`config.mk`:
```
export PLATFORM = sky130hd
export DESIGN_NAME = component_decode_sequencer_flat
export DESIGN_NICKNAME = d
export VERILOG_FILES = /design/src/rtl/component_decode_sequencer_pkg.sv /design/src/rtl/component_decode_sequencer_if.sv /design/src/rtl/component_decode_sequencer_coef_position_counter.sv /design/src/rtl/component_decode_sequencer.sv /design/src/flat_wrapper.sv
export SDC_FILE = /design/constraint.sdc
export NUM_CORES = 1
export LEC_CHECK = 0
export ABC_AREA = 1
export BUFFER_PORTS_ARGS = -buffer_cell sky130_fd_sc_hd__clkbuf_2
export CORE_MARGIN = 3
export CORE_UTILIZATION = 36
export DETAILED_ROUTE_END_ITERATION = 7
export PLACE_DENSITY_LB_ADDON = 0.15
export SYNTH_ARGS = -nofsm -noshare
export SYNTH_HDL_FRONTEND = slang
export SYNTH_HIERARCHICAL = 1
export SYNTH_SLANG_ARGS = --single-unit
```
`constraint.sdc`:
```
create_clock -name clock -period 3.45 [get_ports clock]
set_input_delay 0.1725 -clock clock [delete_from_list [all_inputs] [get_ports clock]]
set_output_delay 0.1725 -clock clock [all_outputs]
set_load 0.02 [all_outputs]
```
`src/rtl/component_decode_sequencer_pkg.sv`:
```
// Shared types and constants for the ProRes component decode sequencer.
// Covers the state encoding, block limits and coefficient width.
package component_decode_pkg;

   localparam int MAX_BLOCKS = 32;
   localparam int AC_COEFS   = 63;
   localparam int COEF_W     = 16;

   typedef enum logic [2:0] {
      ST_IDLE = 3'd0,
      ST_DC   = 3'd1,
      ST_AC   = 3'd2,
      ST_ZERO = 3'd3,
      ST_DONE = 3'd4
   } state_e;

endpackage

```
`src/rtl/component_decode_sequencer_if.sv`:
```
// VLD handshakes and coefficient write bus between the sequencer
// (master) and the VLDs plus coefficient buffer (slave).
interface component_decode_sequencer_if;
   import component_decode_pkg::*;

   logic              dc_vld_reset;
   logic              dc_vld_valid;
   logic [COEF_W-1:0] dc_vld_value;
   logic              dc_vld_ready;

   logic              ac_vld_reset;
   logic              ac_vld_valid;
   logic [5:0]        ac_vld_run;
   logic [COEF_W-1:0] ac_vld_level;
   logic              ac_vld_ready;

   logic              coef_we;
   logic [4:0]        coef_block;
   logic [5:0]        coef_freq;
   logic [COEF_W-1:0] coef_value;

   modport master (
      output dc_vld_reset,
      output dc_vld_ready,
      input  dc_vld_valid,
      input  dc_vld_value,
      output ac_vld_reset,
      output ac_vld_ready,
      input  ac_vld_valid,
      input  ac_vld_run,
      input  ac_vld_level,
      output coef_we,
      output coef_block,
      output coef_freq,
      output coef_value
   );

   modport slave (
      input  dc_vld_reset,
      input  dc_vld_ready,
      output dc_vld_valid,
      output dc_vld_value,
      input  ac_vld_reset,
      input  ac_vld_ready,
      output ac_vld_valid,
      output ac_vld_run,
      output ac_vld_level,
      input  coef_we,
      input  coef_block,
      input  coef_freq,
      input  coef_value
   );

endinterface

```
`src/rtl/component_decode_sequencer_coef_position_counter.sv`:
```
// Interleaved scan position: block counter wrapping at N that bumps
// freq on wrap, plus a count of positions left in the component.
module coef_position_counter (
   input  logic        clock,
   input  logic        reset_n,
   input  logic        load,
   input  logic [5:0]  load_num,
   input  logic        inc,
   output logic [4:0]  block,
   output logic [5:0]  freq,
   output logic [11:0] left,
   output logic        block_last,
   output logic        pos_last
);

   logic [5:0] num;

   assign block_last = ({1'b0, block} == num - 6'd1);
   assign pos_last   = (left == 12'd1);

   // DC wraps freq 0->1, so AC starts at block 0 / freq 1 with 63*N left
   always_ff @(posedge clock or negedge reset_n) begin
      if (!reset_n) begin
         num   <= '0;
         block <= '0;
         freq  <= '0;
         left  <= '0;
      end else if (load) begin
         num   <= load_num;
         block <= '0;
         freq  <= '0;
         left  <= {load_num, 6'd0};
      end else if (inc) begin
         left <= left - 12'd1;
         if (block_last) begin
            block <= '0;
            freq  <= freq + 6'd1;
         end else begin
            block <= block + 5'd1;
         end
      end
   end

endmodule

```
`src/rtl/component_decode_sequencer.sv`:
```
// Sequences DC then AC VLD decoding for one colour component and
// expands (run, level) pairs into one coefficient write per cycle.
module component_decode_sequencer
   import component_decode_pkg::*;
(
   input  logic        clock,
   input  logic        reset_n,
   input  logic        start,
   input  logic [31:0] block_num,
   component_decode_sequencer_if.master bus,
   output logic        busy,
   output logic        done,
   output logic        error
);

   localparam logic [2:0] S_IDLE = ST_IDLE;
   localparam logic [2:0] S_DC   = ST_DC;
   localparam logic [2:0] S_AC   = ST_AC;
   localparam logic [2:0] S_ZERO = ST_ZERO;
   localparam logic [2:0] S_DONE = ST_DONE;

   logic [2:0]        state;
   logic [2:0]        state_d;
   logic              done_q;
   logic              error_q;
   logic [5:0]        rem;
   logic [COEF_W-1:0] level_q;

   logic              accept;
   logic              bad;
   logic              dc_hs;
   logic              ac_hs;
   logic              ac_wr;
   logic              overrun;
   logic              zero_st;
   logic              inc;
   logic              ld;

   logic [4:0]        blk;
   logic [5:0]        frq;
   logic [11:0]       left;
   logic              blk_last;
   logic              pos_last;

   logic              we_q;
   logic [4:0]        block_q;
   logic [5:0]        freq_q;
   logic [COEF_W-1:0] value_q;

   assign busy  = (state != S_IDLE) | done_q;
   assign done  = done_q;
   assign error = error_q;

   assign bus.dc_vld_reset = (state == S_DC);
   assign bus.dc_vld_ready = (state == S_DC);
   assign bus.ac_vld_reset = (state == S_AC) | (state == S_ZERO);
   assign bus.ac_vld_ready = (state == S_AC);

   assign bus.coef_we    = we_q;
   assign bus.coef_block = block_q;
   assign bus.coef_freq  = freq_q;
   assign bus.coef_value = value_q;

   assign accept  = start & ~busy;
   assign bad     = (block_num == 32'd0) |
                    (block_num > 32'(MAX_BLOCKS));
   assign dc_hs   = bus.dc_vld_valid & (state == S_DC);
   assign ac_hs   = bus.ac_vld_valid & (state == S_AC);
   // p + r + 1 > 63*N  <=>  r >= positions left
   assign overrun = ({6'd0, bus.ac_vld_run} >= left);
   assign ac_wr   = ac_hs & ~overrun;
   assign zero_st = (state == S_ZERO);
   assign inc     = dc_hs | ac_wr | zero_st;
   assign ld      = accept & ~bad;

   coef_position_counter u_pos (
      .clock      (clock),
      .reset_n    (reset_n),
      .load       (ld),
      .load_num   (block_num[5:0]),
      .inc        (inc),
      .block      (blk),
      .freq       (frq),
      .left       (left),
      .block_last (blk_last),
      .pos_last   (pos_last)
   );

   always_comb begin
      state_d = state;
      case (state)
         S_IDLE: begin
            if (accept) state_d = bad ? S_DONE : S_DC;
         end
         S_DC: begin
            if (dc_hs && blk_last) state_d = S_AC;
         end
         S_AC: begin
            if (ac_hs) begin
               if (overrun)
                  state_d = S_DONE;
               else if (bus.ac_vld_run != 6'd0)
                  state_d = S_ZERO;
               else if (pos_last)
                  state_d = S_DONE;
            end
         end
         S_ZERO: begin
            if (rem == 6'd0) state_d = pos_last ? S_DONE : S_AC;
         end
         S_DONE:  state_d = S_IDLE;
         default: state_d = S_IDLE;
      endcase
   end

   always_ff @(posedge clock or negedge reset_n) begin
      if (!reset_n) begin
         state   <= S_IDLE;
         done_q  <= 1'b0;
         error_q <= 1'b0;
         rem     <= '0;
         level_q <= '0;
      end else begin
         state  <= state_d;
         done_q <= (state == S_DONE);
         if (accept)
            error_q <= bad;
         else if (ac_hs && overrun)
            error_q <= 1'b1;
         if (ac_hs) begin
            rem     <= bus.ac_vld_run - 6'd1;
            level_q <= bus.ac_vld_level;
         end else if (zero_st && rem != 6'd0) begin
            rem <= rem - 6'd1;
         end
      end
   end

   // The write at the current position carries a zero until the run ends
   always_ff @(posedge clock or negedge reset_n) begin
      if (!reset_n) begin
         we_q    <= 1'b0;
         block_q <= '0;
         freq_q  <= '0;
         value_q <= '0;
      end else begin
         we_q    <= 1'b0;
         block_q <= '0;
         freq_q  <= '0;
         value_q <= '0;
         unique case (1'b1)
            dc_hs: begin
               we_q    <= 1'b1;
               block_q <= blk;
               freq_q  <= frq;
               value_q <= bus.dc_vld_value;
            end
            ac_wr: begin
               we_q    <= 1'b1;
               block_q <= blk;
               freq_q  <= frq;
               value_q <= (bus.ac_vld_run == 6'd0) ?
                          bus.ac_vld_level : '0;
            end
            zero_st: begin
               we_q    <= 1'b1;
               block_q <= blk;
               freq_q  <= frq;
               value_q <= (rem == 6'd0) ? level_q : '0;
            end
            default: ;
         endcase
      end
   end

endmodule

```
`src/flat_wrapper.sv`:
```
// flat-port wrapper written by rule: the top's interface ports become plain ports
module component_decode_sequencer_flat import component_decode_pkg::*;
  (clock, reset_n, start, block_num, busy, done, error, bus_dc_vld_reset, bus_dc_vld_ready, bus_dc_vld_valid, bus_dc_vld_value, bus_ac_vld_reset, bus_ac_vld_ready, bus_ac_vld_valid, bus_ac_vld_run, bus_ac_vld_level, bus_coef_we, bus_coef_block, bus_coef_freq, bus_coef_value);
  component_decode_sequencer_if bus_i ();
  input  logic clock;
  input  logic reset_n;
  input  logic start;
  input  logic [31:0] block_num;
  output logic busy;
  output logic done;
  output logic error;
  output wire logic [$bits(bus_i.dc_vld_reset)-1:0] bus_dc_vld_reset;
  output wire logic [$bits(bus_i.dc_vld_ready)-1:0] bus_dc_vld_ready;
  input wire logic [$bits(bus_i.dc_vld_valid)-1:0] bus_dc_vld_valid;
  input wire logic [$bits(bus_i.dc_vld_value)-1:0] bus_dc_vld_value;
  output wire logic [$bits(bus_i.ac_vld_reset)-1:0] bus_ac_vld_reset;
  output wire logic [$bits(bus_i.ac_vld_ready)-1:0] bus_ac_vld_ready;
  input wire logic [$bits(bus_i.ac_vld_valid)-1:0] bus_ac_vld_valid;
  input wire logic [$bits(bus_i.ac_vld_run)-1:0] bus_ac_vld_run;
  input wire logic [$bits(bus_i.ac_vld_level)-1:0] bus_ac_vld_level;
  output wire logic [$bits(bus_i.coef_we)-1:0] bus_coef_we;
  output wire logic [$bits(bus_i.coef_block)-1:0] bus_coef_block;
  output wire logic [$bits(bus_i.coef_freq)-1:0] bus_coef_freq;
  output wire logic [$bits(bus_i.coef_value)-1:0] bus_coef_value;
  assign bus_dc_vld_reset = bus_i.dc_vld_reset;
  assign bus_dc_vld_ready = bus_i.dc_vld_ready;
  assign bus_i.dc_vld_valid = bus_dc_vld_valid;
  assign bus_i.dc_vld_value = bus_dc_vld_value;
  assign bus_ac_vld_reset = bus_i.ac_vld_reset;
  assign bus_ac_vld_ready = bus_i.ac_vld_ready;
  assign bus_i.ac_vld_valid = bus_ac_vld_valid;
  assign bus_i.ac_vld_run = bus_ac_vld_run;
  assign bus_i.ac_vld_level = bus_ac_vld_level;
  assign bus_coef_we = bus_i.coef_we;
  assign bus_coef_block = bus_i.coef_block;
  assign bus_coef_freq = bus_i.coef_freq;
  assign bus_coef_value = bus_i.coef_value;
  component_decode_sequencer u_core (.clock(clock), .reset_n(reset_n), .start(start), .block_num(block_num), .bus(bus_i), .busy(busy), .done(done), .error(error));
endmodule
```
==> results_dict.tcl, run 1 <==
set metrics [dict create \
    place.gp.congestion 0.8335 \
    p_leak_nw 3.031 \
    swShare_pct 33.98 \
    dr.first_iter.drc_count 219 \
    drive_gt1_share_pct 23.90 \
    r2r-end "u_core/u_pos/block[4]$_DFFE_PN0P_" \
    coreArea_sq_um 12770 \
    synthArstFlopShare_pct 100.0 \
    start_kind "flip-flop" \
    yosysWarnings 6 \
    synthFlopType "dfrtp_1" \
    ioPinCount 110 \
    antenna_cells 0 \
    vias 4242 \
    synth_fp_nets 698 \
    drt_pass1_iterations 5 \
    yosysMostFrequentCell "nand2_1" \
    syn_inst 611 \
    grt_setup_unrepaired "no" \
    endpoint_kind "flip-flop" \
    r2r_setup_slack_ns 0.69 \
    grt_pass1_wl_microns 19510 \
    p_seq_share_pct 41.3 \
    dpl.hpwl_microns 8670 \
    fin_crit_ns 2.758 \
    hold_class "in -> reg" \
    synth_cell_types 40 \
    min_to "u_core/bus.coef_value[14]$_DFF_PN0_" \
    clkPwrFrac_pct 34.7 \
    final.period_utilization_pct 79.95 \
    reg2reg_depth 18 \
    finalMaxSlewViolations 0 \
    post_drt_wl_per_cell_microns 12.88 \
    placed_area_sq_um 5430 \
    die_w_microns 120.9 \
    path_clk_slew_ns 0.07 \
    hp-start "bus_dc_vld_value[14]" \
    synth_area_leaders "dfrtp_1 (44%), nand2_1 (11%), inv_1 (7.0%)" \
    cp.required_ns 3.72 \
    fin_setup_tns_ns 0 \
    holdWs_ns 0.04476 \
    internal_power_mw 1.926 \
    max_freq_mhz 362.5 \
    overflow 0 \
    whs_path_depth 3 \
    critPathKind "reg -> reg" \
    die_y_microns 120.9 \
    synth_top_area_share_pct 44.23 \
    tritoncts "built" \
    dp.cells 879 \
    start_util_pct 37.20 \
    p_sw_mw 0.9912 \
    synth_area_per_cell_sq_um 7.778 \
    synth_edf_count 0 \
    setup_viol 0 \
    ys_ff_latch 84 \
    netlist_area_sq_um 4752 \
    skew_ns 0.006237 \
    clkLatencyLatePin_ns 0.34 \
    combPwrFrac_pct 24.1 \
    hold_viol 0 \
    stdcell_count 896 \
    critPathMaxFanout 12 \
    htree_levels 3 \
    arrival_ns 3.03 \
    reg2reg_from "u_core/u_pos/left[3]$_DFFE_PN0P_" \
    syn_to_final_growth_pct 21.09 \
    rows 41 \
    grt_pass1_vias 4209 \
    cts.path.max_buffers 2 \
    drc 0 \
    die_area_sq_um 14610 \
    io_buffers 109 \
    yosys-top-cells-count "nand2_1 (145), inv_1 (89), dfrtp_1 (84), nand3_1 (64), nor2_1 (63)" \
    route.antenna.remaining_nets 0 \
    vdd_drop_max_v 0.0002846 \
    post_cts_buffers 0 \
    yosysTopAreaCell "dfrtp_1" \
    grtUsageTotal_pct 16.52 \
    relSlewSlack_pct 42.53 \
    status "finished, final reports clean" \
    postCtsHoldBufs 1 \
    grt_start_max_net_pins 68 \
    fillers 1275 \
    design_area_sq_um 5754 \
    cts_root_buf "clkbuf_16" \
    finalNetCount 806 \
    routed_wl_microns 11540 \
    synth.yosys.seq_area_share_pct 44.23 \
    maxCapViolCount 0 \
    numCtsBuffers 9 \
    tightestPinTransition_ns 0.8621 \
    antenna_found_initial 0 \
    powerDensity_nw_per_um2 507.0 \
    cts.sinks 84 \
    postCtsResizedCells 0 \
    avgViaCountPerCell 4.734 \
]
## registers in the layout, indices dropped and copies added (netlist names)
name and count:
u_core/rem 6, u_core/bus.coef_freq 6, u_core/bus.coef_value 16, u_core/error 1
u_core/bus.coef_block 5, u_core/u_pos/freq 6, u_core/done 1, u_core/state 3
u_core/level_q 16, u_core/u_pos/left 12, u_core/u_pos/block 5, u_core/u_pos/num 6
u_core/bus.coef_we 1
## stage by stage
step | setup WS (ns) | power, mW | utilization [%]
2_1_floorplan | 0.9505 | 1.679 | -
3_3_place_gp | 0.7559 | 1.909 | 42.51
3_5_place_dp | 0.6820 | 1.929 | 42.51
4_1_cts | 0.6777 | 2.961 | 45.05
5_1_grt | 0.3331 | 3.125 | 45.05
6_report | 0.6917 | 2.917 | 45.05
## worst max-delay path: stages (launching register included)
cell and delay, ns:
dfrtp_1 0.41, inv_1 0.06, ha_1 0.28, nand2_1 0.07
nor2_1 0.10, nor2_1 0.05, nand3_1 0.06, nand2_1 0.12
clkinv_1 0.09, nor2_1 0.06, nor3_4 0.41, inv_2 0.24
nor2_4 0.19, clkinv_2 0.14, nand2_2 0.10, nor3_2 0.04
xor2_1 0.12, inv_1 0.05, nor2_1 0.09
## cell type report
| type | count | area (sq um) | share of cell area, % |
|---|---|---|---|
| multi-input cells | 408 | 2152 | 37.40 |
| flip-flops and latches | 84 | 2102 | 36.53 |
| repair buffers | 113 | 580.6 | 10.09 |
| inverters | 103 | 390.4 | 6.784 |
| clock buffers | 9 | 225.2 | 3.914 |
| well taps | 172 | 215.2 | 3.740 |
| clock inverters | 7 | 88.84 | 1.544 |
## cells in the final DEF (no fill, tap or decap), types with 2 or more instances in the layout
cell       netlist  layout
nand3_4          2       2
nor2_1          63      63
nor2_2           7       7
nand3b_1         2       2
inv_8            0       3
nand4_1         11      11
a21oi_1          7       7
xnor2_1          3       3
nand3_2          2       2
inv_2           11      11
xor2_1           8       8
nand3_1         64      64
nor3_4           3       3
nand2_2          9       9
ha_1            12      12
clkbuf_2         0     108
nor3_1           2       2
o221ai_1        17      17
o211ai_1         3       3
buf_4            5       4
o21ai_2          2       2
dfrtp_1         84      84
o21ai_0         25      25
o21ai_1         10      10
inv_6            0       2
nand2_1        145     145
nor2_4           4       4
clkbuf_16        0       9
inv_1           89      89
## per-layer routing
layer,track usage [%],routed length [microns]
met1,20.86,5189
met3,4.149,563
met4,3.895,134
met2,28.45,5654
met5,0,0
## logic make-up (layout without fill, tap and decap cells)
logic type,after synthesis,count (layout),synth area share (%)
and+or+nand+nor,319,319,31.41
buffers and inverters,119,232,10.48
DFF,84,84,44.23
AOI/OAI and AO/OA,66,66,8.689
adders and majority gates,12,12,3.159
xor gates and xnor gates,11,11,2.028
## how the worst max path moves through the flow
stage | from | to | slack (ns) | depth (start not counted)
6_report | u_core/u_pos/left[3]$_DFFE_PN0P_ | u_core/u_pos/block[4]$_DFFE_PN0P_ | 0.69 | 18
5_1_grt | u_core/u_pos/left[5]$_DFFE_PN0P_ | u_core/u_pos/block[4]$_DFFE_PN0P_ | 0.33 | 18
3_3_place_gp | u_core/u_pos/left[3]$_DFFE_PN0P_ | u_core/u_pos/block[4]$_DFFE_PN0P_ | 0.76 | 18
4_1_cts | u_core/u_pos/left[3]$_DFFE_PN0P_ | u_core/u_pos/block[4]$_DFFE_PN0P_ | 0.68 | 18
3_5_place_dp | u_core/u_pos/left[3]$_DFFE_PN0P_ | u_core/u_pos/block[4]$_DFFE_PN0P_ | 0.68 | 18
2_1_floorplan | u_core/u_pos/left[3]$_DFFE_PN0P_ | u_core/u_pos/block[4]$_DFFE_PN0P_ | 0.95 | 20
## power by group through the flow
stage | Clock, mW | Combinational, mW | Sequential (mW)
floorplan | 0 | 0.454 | 1.22
CTS | 1.05 | 0.711 | 1.20
detailed placement | 0 | 0.707 | 1.22
global placement | 0 | 0.686 | 1.22
finish | 1.01 | 0.702 | 1.20
global route | 1.09 | 0.812 | 1.22
No activity file was read; power rests on OpenSTA's default activity.
==> inputs of run 2 (changes only) <==
Settings changed: ABC_AREA 1 to 0.
Clock period 3.45 ns to 2.5 ns, I/O delays scaled along.
==> run 2 against run 1 <==
Final cell count fell by 20%; critical path depth decreased by 8; worst setup slack lost 0.60 ns; final area is 3.5% lower; clock power is 38% higher; register-to-register slack got worse by 0.60 ns; critical endpoint is now u_core/u_pos/freq[5]$_DFFE_PN0P_; largest power group unchanged.
==> results_dict.tcl, run 2 <==
set metrics [dict create \
    yosysMostFrequentCell "dfrtp_1" \
    yosysWarnings 6 \
    critPathMaxFanout 5 \
    antenna_cells 0 \
    syn_to_final_growth_pct 30.44 \
    yosys-top-cells-count "dfrtp_1 (84), nand2_1 (74), o21ai_0 (38), nor2_1 (26), inv_1 (17)" \
    dpl.hpwl_microns 7584 \
    cts.sinks 84 \
    grt_pass1_vias 3626 \
    die_y_microns 114.8 \
    die_area_sq_um 13170 \
    endpoint_kind "flip-flop" \
    whs_path_depth 3 \
    r2r_setup_slack_ns 0.09 \
    synth_area_leaders "dfrtp_1 (49%), nand2_1 (6.5%), o21ai_0 (4.5%)" \
    antenna_found_initial 0 \
    cts.path.max_buffers 2 \
    gr-usage-met3_pct 3.632 \
    coreArea_sq_um 11470 \
    power.total_mw 3.070 \
    min_to "u_core/level_q[14]$_DFFE_PN0P_" \
    synth.yosys.seq_area_share_pct 49.37 \
    status "finished, final reports clean" \
    synth_area_per_cell_sq_um 9.633 \
    drt_pass1_iterations 4 \
    hp-start "bus_ac_vld_level[14]" \
    rows 39 \
    avgViaCountPerCell 5.090 \
    synth_top_area_share_pct 49.37 \
    layout_commonest_cell "clkbuf_2" \
    path_clk_slew_ns 0.06 \
    placed_area_sq_um 5067 \
    layout_common_cells "clkbuf_2 (108), dfrtp_1 (84), nand2_1 (74)" \
    powerDensity_nw_per_um2 552.7 \
    max_freq_mhz 415.3 \
    relSlewSlack_pct 56.59 \
    r2r-end "u_core/u_pos/freq[5]$_DFFE_PN0P_" \
    route.antenna.remaining_nets 0 \
    numCtsBuffers 9 \
    tightestPinTransition_ns 0.6512 \
    final_util_pct 48.43 \
    ioPinCount 110 \
    p_leak_nw 2.686 \
    drc 0 \
    finalMaxSlewViolations 0 \
    overflow 0 \
    grtUsageTotal_pct 16.00 \
    synthFlopType "dfrtp_1" \
    ys_ff_latch 84 \
    synth_edf_count 0 \
    drive_gt1_share_pct 31.49 \
    vdd_drop_max_v 0.0002978 \
    hold_class "in -> reg" \
    holdWs_ns 0.007933 \
    start_util_pct 37.13 \
    clkLatencyLatePin_ns 0.33 \
    grt_setup_unrepaired "yes" \
    skew_ns 0.008987 \
    dp.cells 697 \
    syn_inst 442 \
    reg2reg_from "u_core/u_pos/left[1]$_DFFE_PN0P_" \
    maxCapViolCount 0 \
    worstSetupStartpoint "u_core/u_pos/left[1]$_DFFE_PN0P_" \
    design_area_sq_um 5554 \
    setup_viol 0 \
    start_kind "flip-flop" \
    grtUsageMet2_pct 27.01 \
    synthArstFlopShare_pct 100.0 \
    cts_root_buf "clkbuf_16" \
    htree_levels 3 \
    netlist_area_sq_um 4258 \
    cp.required_ns 2.71 \
    critPathKind "reg -> reg" \
    reg2reg_depth 10 \
    grt_pass1_wl_microns 17090 \
    busiest_layer "met2" \
    arrival_ns 2.62 \
    place.gp.congestion 0.8000 \
    yosysTopAreaCell "dfrtp_1" \
    dr.first_iter.drc_count 206 \
    post_drt_wl_per_cell_microns 14.52 \
    stdcell_count 721 \
    synth_fp_nets 529 \
    fin_setup_tns_ns 0 \
    grt_start_max_net_pins 51 \
    fin_crit_ns 2.408 \
    die_w_microns 114.8 \
    layout_setup_ws_ns 0.09213 \
    finalNetCount 660 \
    vias 3670 \
    hold_viol 0 \
    synth_cell_types 56 \
    grt_use_met1_pct 20.70 \
    pre_cts_slack_ns 0.03897 \
    io_buffers 109 \
    tritoncts "built" \
    final.period_utilization_pct 96.31 \
    routed_wl_microns 10470 \
]
## run 2: where the power goes
group	internal [mW]	switching (mW)	leakage, nW	total (mW)
Sequential	1.38	0.0237	1.12	1.40
Combinational	0.125	0.151	1.42	0.276
Clock	0.876	0.519	0.151	1.39
Total	2.38	0.693	2.69	3.07
## run 2: layer usage
layer	share of wire (%)	vias to the layer above	routed length [microns]
li1	-	1811	-
met1	44	1740	4637
met2	49	111	5096
met3	6.1	8	637
met4	0.91	0	95
met5	0	-	0
## run 2: cell families after synthesis
family | Yosys count | share of synthesized area, %
and+or+nand+nor | 182 | 21.45
AOI/OAI and AO/OA | 94 | 14.55
buffers and inverters | 38 | 3.967
adders and majority gates | 12 | 3.526
muxes | 10 | 2.615
DFF | 84 | 49.37
xor gates and xnor gates | 22 | 4.525
## run 2: timing repair
item,4_1_cts,5_1_grt
hold buffers,2,0
setup endpoints to repair,0,16
resized for setup,0,19
hold endpoints to repair,49,0
setup buffers,0,6
## run 2: worst max-delay path: stages, from the launching register on
cell and delay [ns]:
dfrtp_1 0.39, inv_2 0.07, ha_4 0.19, nor2b_1 0.13, o211ai_1 0.31, a31oi_4 0.17
o21ai_4 0.22, buf_6 0.14, nand3_2 0.09, nor4_2 0.23, mux2_2 0.35
## run 2: worst max-delay path by stage
stage	endpoint	slack, ns	cells after the start
global route	u_core/u_pos/left[8]$_DFFE_PN0P_	-0.1	11
CTS	u_core/u_pos/freq[5]$_DFFE_PN0P_	0.02	10
detailed placement	u_core/u_pos/freq[5]$_DFFE_PN0P_	0.04	10
global placement	u_core/u_pos/freq[5]$_DFFE_PN0P_	0.08	10
floorplan	u_core/u_pos/left[9]$_DFFE_PN0P_	0.006	12
finish	u_core/u_pos/freq[5]$_DFFE_PN0P_	0.09	10
## run 2: area by class of cell
cell class	count	area (sq um)
clock buffers	12	236.5
clock inverters	4	73.82
fillers	1088	5913
inverters	18	67.56
multi-input cells	320	2102
flip-flops and latches	84	2102
well taps	143	178.9
repair buffers	140	793.3
